<file path="src/rtl/interpolation_sequencer.sv">
// interpolation_sequencer: shadow phase sequencer for the FME
// interpolation controller, with phase strobes and sample read port.
module interpolation_sequencer #(
   parameter int PH_CYCLES   = 16,
   parameter int PVPO_CYCLES = 7,
   parameter int PVSO_CYCLES = 27,
   parameter int ADDR_WIDTH  = 5
) (
   input  logic                  clock,
   input  logic                  reset_n,
   input  logic                  enable,
   output logic                  PH_INTERPOLATION_finished,
   output logic                  PVPO_INTERPOLATION_finished,
   output logic                  PVSO_INTERPOLATION_finished,
   output logic                  rd_en,
   output logic [ADDR_WIDTH-1:0] rd_addr,
   output logic                  busy,
   output logic                  done,
   output logic [7:0]            block_count
);

   typedef enum logic [2:0] {
      IDLE,
      BEGINNING,
      PH,
      SETUP,
      PVPO,
      PVSO
   } state_t;

   localparam logic [4:0] PH_LAST   = 5'(PH_CYCLES - 1);
   localparam logic [4:0] PVPO_LAST = 5'(PVPO_CYCLES - 1);
   localparam logic [4:0] PVSO_LAST = 5'(PVSO_CYCLES - 1);

   state_t     state;
   logic [4:0] cnt;
   logic       ph_fin;
   logic       pvpo_fin;
   logic       pvso_fin;

   assign ph_fin   = (state == PH)   && (cnt == PH_LAST);
   assign pvpo_fin = (state == PVPO) && (cnt == PVPO_LAST);
   assign pvso_fin = (state == PVSO) && (cnt == PVSO_LAST);

   assign PH_INTERPOLATION_finished   = ph_fin;
   assign PVPO_INTERPOLATION_finished = pvpo_fin;
   assign PVSO_INTERPOLATION_finished = pvso_fin;

   assign rd_en = (state == BEGINNING) || (state == PH);
   assign busy  = (state != IDLE);

   // Phase FSM; cnt restarts at zero on every state change.
   always_ff @(posedge clock or negedge reset_n) begin
      if (!reset_n) begin
         state <= IDLE;
         cnt   <= '0;
      end else begin
         case (state)
            IDLE: begin
               cnt <= '0;
               if (enable) state <= BEGINNING;
            end
            BEGINNING: begin
               cnt   <= '0;
               state <= PH;
            end
            PH: begin
               if (ph_fin) begin
                  cnt   <= '0;
                  state <= SETUP;
               end else begin
                  cnt <= cnt + 5'd1;
               end
            end
            SETUP: begin
               cnt   <= '0;
               state <= PVPO;
            end
            PVPO: begin
               if (pvpo_fin) begin
                  cnt   <= '0;
                  state <= PVSO;
               end else begin
                  cnt <= cnt + 5'd1;
               end
            end
            PVSO: begin
               if (pvso_fin) begin
                  cnt   <= '0;
                  state <= IDLE;
               end else begin
                  cnt <= cnt + 5'd1;
               end
            end
            default: begin
               cnt   <= '0;
               state <= IDLE;
            end
         endcase
      end
   end

   // Read address, completion pulse and block counter.
   // rd_addr is cleared on the closing edge too so IDLE always shows row 0.
   always_ff @(posedge clock or negedge reset_n) begin
      if (!reset_n) begin
         rd_addr     <= '0;
         done        <= 1'b0;
         block_count <= 8'd0;
      end else begin
         done <= pvso_fin;
         if (pvso_fin) block_count <= block_count + 8'd1;
         if ((state == IDLE) || pvso_fin) begin
            rd_addr <= '0;
         end else if (rd_en) begin
            rd_addr <= rd_addr + ADDR_WIDTH'(1);
         end
      end
   end

endmodule

</file>
<file path="config.mk">
export PLATFORM = sky130hd
export DESIGN_NAME = interpolation_sequencer
export DESIGN_NICKNAME = d
export VERILOG_FILES = /design/src/rtl/interpolation_sequencer.sv
export SDC_FILE = /design/constraint.sdc
export NUM_CORES = 1
export LEC_CHECK = 0
export CORE_MARGIN = 3
export CORE_UTILIZATION = 35
export CTS_BUF_LIST = sky130_fd_sc_hd__clkbuf_2
export CTS_CLUSTER_SIZE = 25
export DETAILED_ROUTE_END_ITERATION = 10
export GPL_TIMING_DRIVEN = 0
export PLACE_DENSITY = 0.65
export SLEW_MARGIN = 20
export SYNTH_ARGS = -nofsm -noshare
export SYNTH_HDL_FRONTEND = slang
export SYNTH_SLANG_ARGS = --single-unit
</file>
<file path="constraint.sdc">
create_clock -name clock -period 1.7 [get_ports clock]
set_input_delay 0.425 -clock clock [delete_from_list [all_inputs] [get_ports clock]]
set_output_delay 0.425 -clock clock [all_outputs]
set_load 0.02 [all_outputs]
</file>
-- Word-level counts from Yosys, hierarchy flattened
Index checks and enable logic that the tools add are counted.
- flip-flop bits (word level): 22
- input bits: 3
- output and inout port bits: 19
- logic and storage cells: 40
- $add $sub $neg: 3
- eq/ne operators: 12
- multiplexer cells: 11
- reduce and logical (&&, ||, !) cells: 9
- operators by type and width (operator ; count):
    $mux W5 ; 5
    $pmux W3 S6 ; 1
    $pmux W5 S3 ; 1
    $mux W3 ; 4
    $add A5 B1 Y5 const B ; 2
    $add A8 B1 Y8 const B ; 1
    $ne A2 B2 Y1 const B ; 4
    $eq A3 B2 Y1 const B ; 2
    $eq A3 B3 Y1 const B ; 2
    $eq A5 B3 Y1 const B ; 1
    $eq A5 B4 Y1 const B ; 1
    $eq A5 B5 Y1 const B ; 1
    $reduce_and A4 Y1 ; 1
    $eq A3 B1 Y1 const B ; 1
    $logic_and A1 B1 Y1 ; 3
    $logic_not A3 Y1 ; 1
    $reduce_bool A3 Y1 ; 1
    $logic_or A1 B1 Y1 ; 2
    $reduce_bool A2 Y1 ; 1

-- Logic depth before layout (Yosys ltp)
- depth after elaboration: 4
- depth in mapped cells: 6

-- Worst setup path after synthesis
No wires, ideal clock.
- path kind: register to output
- start: register cnt[0]
- end: output PH_INTERPOLATION_finished
- cell stages (with the launch flop): 5
- data arrival time: 1.645 ns
- slack: -0.370 ns
- path through: dfrtp_1 > ha_1 > and3_2 > ha_1 > nor4bb_1
- word-level cells in the longest chain between the ends: 2
- RTL lines (item ; line ; text):
    from (decl) ; 36 ; logic [4:0] cnt;
    from (signal assigned) ; 72 ; cnt <= cnt + 5'd1;
    from (signal assigned) ; 84 ; cnt <= cnt + 5'd1;
    from (signal assigned) ; 92 ; cnt <= cnt + 5'd1;
    $eq A5 B4 Y1 ; 41 ; assign ph_fin = (state == PH) && (cnt == PH_LAST);
    $logic_and A1 B1 Y1 ; 41 ;
    to (decl) ; 12 ; output logic PH_INTERPOLATION_finished,
Every way passes these cells.

-- Worst setup path after layout
Same ends and word-level chain as after synthesis.

==> impl_metrics.ini <==
[status]
outcome = complete, but fails checks
violations = setup timing

[timing]
finalCriticalPeriod_ns = 2.11
clock_skew_ns = 0.0108
finalHoldViolCount = 0
rsz0062_at_grt = yes
tightest_slew_ns = 0.501
max_slew_margin_pct = 66.6
setup_ws_ns = -0.410
hold_ws_ns = 0.485
finalCritPeriodShare_pct = 124
setup_violations = 4
maxSlewViolCount = 0
fin_setup_tns_ns = -1.20
fmax_ghz = 0.474

[grt]
grt_start_max_net_pins = 23
grt-busiest-layer = met2
grt_usage_pct = 15.8
use_met3_pct = 3.99
grt_antenna_before_repair = 0
use_met2_pct = 27.7
grt_pass1_vias = 1102
grt_pass1_wl_um = 5300
use_met1_pct = 19.1
gr-total-overflow = 0

[cells_and_area]
layout.nets = 169
syn_to_final_growth_pct = 55.4
nFillCells = 282
drive_gt1_share_pct = 38.8
multiInputGateArea_um2 = 797
layout_common_cells = dfrtp_1 (16), dlygate4sd2_1 (14), buf_4 (14)
final_common_cell = dfrtp_1
regArea_um2 = 558
antenna_cells = 0

[floorplan]
coreArea_mm2 = 0.00318
die_h_um = 65.1
die_x_um = 65.1
ios = 22
initial_utilization_pct = 38.4
rows = 20
dieArea_mm2 = 0.00423

[synth]
synth-main-ff-cell = dfrtp_1
synth_seq_area_share_pct = 45.1
ys_top_cells_by_area = dfrtp_1 (45%), xor2_1 (5.7%), ha_1 (5.1%)
synth-compound-area-share_pct = 13.0
syn_nets = 126
synth_edf_count = 0
synthSimpleGateAreaFrac_pct = 22.1
ys_warn_count = 0
synth_top_area_share_pct = 45.1
ys_types = 37
synth_xor_xnor_area_share_pct = 7.17
netlist_area_mm2 = 0.00122
yosys.area_share.adder_pct = 6.76
yosysTopAreaCell = dfrtp_1
async_reset_ff_share_pct = 100
synth_seq_cells = 22
synthMuxAreaShare_pct = 0.922
syn_area_per_cell_um2 = 10.3
synth_top_family_by_area = simple AND/OR/NAND/NOR gates
synthCells = 118

[power]
power_density_mw_per_mm2 = 478
irDropWorstVdd_uv = 442
power_w = 0.000908
p_leak_nw = 0.893

[min_path]
worstHoldPathCells = 1
hp-class = flop to flop
min_to = block_count[7]
min_from = block_count[7]

[worst_setup_path]
endpoint_kind = primary output
r2r-end = cnt[3]
cp_max_fo = 2
reg2regPathDepth = 6
cp.arrival_ns = 1.69
path_class = flop to primary output
rr_startpoint = cnt[0]
start_kind = flop
cp.required_ns = 1.27
reg2reg_slack_ns = 0.02

[placed_design]
port_buffers = 21
dp_hpwl_um = 1900
place_congestion = 0.785

[clock_network]
htreeDepth = 1
clock_path_buffers = 2
cts_tree = yes
clk_pin_slew_ns = 0.22
clock_sinks = 22
cts_root_buffer = clkbuf_2
cts-buffers-inserted = 3
clk_latency_ns = 0.34

[routing]
firstDrtPassIters = 4
ant_nets = 0
num_vias = 1108
wirelength_um = 3170
drc = 0
via_per_inst = 5.43
drt-wirelength-per-cell_um = 15.5
drtIter0Drc = 45

[run]
max_cap_violations = 0
-- cell families (layout without fill, tap and decap cells) --
logic type	after synthesis	in the layout
compound gates	24	24
mux	1	1
xor+xnor	10	10
simple gates	42	42
flops	22	22
buf+inv	12	54
fa+ha+maj	7	7
-- state kept, by name, summed over array words and instances (netlist names) --
register and flops:
block_count 8, cnt 5, done 1, rd_addr 5
state 3
-- metal layers --
metal,vias to the layer above,wire (um)
met5,-,0
met4,0,20
met3,2,152
met2,33,1700
met1,547,1300
li1,526,-
-- layout make-up --
class	instances	share of cell area, %
timing repair buffer	38	17.9
tap	44	2.90
buffer	5	3.89
sequential	22	29.4
multi-input combinational	84	42.0
clock inverter	1	1.58
inverter	7	1.52
clock buffer	3	0.791
-- power by group --
part	total [W]	switching, W	internal (W)
sequential	0.000524	0	0.000524
combinational	0.0000150	0.0000107	0.00000431
clock	0.000369	0.000166	0.000203
total	0.000908	0.000176	0.000731
-- per-stage QoR --
step / instance area [um^2] / instances / setup slack [ns] / utilization [%]
floorplan: 1240 / 118 / -0.0162 / -
CTS: 1740 / 198 / -0.436 / 54.7
global placement: 1500 / 183 / -0.602 / 47.3
detailed placement: 1500 / 183 / -0.617 / 47.3
global route: 1900 / 204 / -0.513 / 59.7
finish: 1900 / 204 / -0.410 / 59.7
-- cells in the mapped netlist, types with 2 or more instances --
cell and count:
nor4_1 3, a21oi_1 6, xor2_1 8, o21ai_0 3
nor2_1 4, ha_1 5, xnor2_1 2, maj3_1 2
and3_1 3, nand2_1 8, nor3_1 5, a211oi_1 5
and4_1 2, o311a_1 2, a31oi_1 4, inv_1 7
buf_2 3, dfrtp_1 22, nand3_1 6
-- how the worst max path moves through the flow --
stage / endpoint / start / slack (ns) / cells after the start
floorplan: PH_INTERPOLATION_finished / cnt[0] / -0.02 / 4
global placement: PH_INTERPOLATION_finished / cnt[0] / -0.60 / 5
detailed placement: PH_INTERPOLATION_finished / cnt[0] / -0.62 / 5
CTS: PH_INTERPOLATION_finished / cnt[0] / -0.44 / 5
global route: PH_INTERPOLATION_finished / cnt[1] / -0.51 / 5
finish: PH_INTERPOLATION_finished / cnt[0] / -0.41 / 5
-- worst max-delay path, cell delays in order, from the launching register on --
cell      delay, ns
dfrtp_1        0.41
ha_2           0.18
and3_4         0.20
ha_4           0.13
nor4bb_4       0.24
buf_4          0.20
-- repair_timing --
item / CTS / global route
pin swaps: 10 / 11
hold buffers: 0 / 1
resized for setup: 72 / 24
endpoints found under the hold margin: 0 / 13
buffers inserted: 11 / 5
endpoints found under the setup margin: 24 / 19
(Power assumes the default switching activity.)
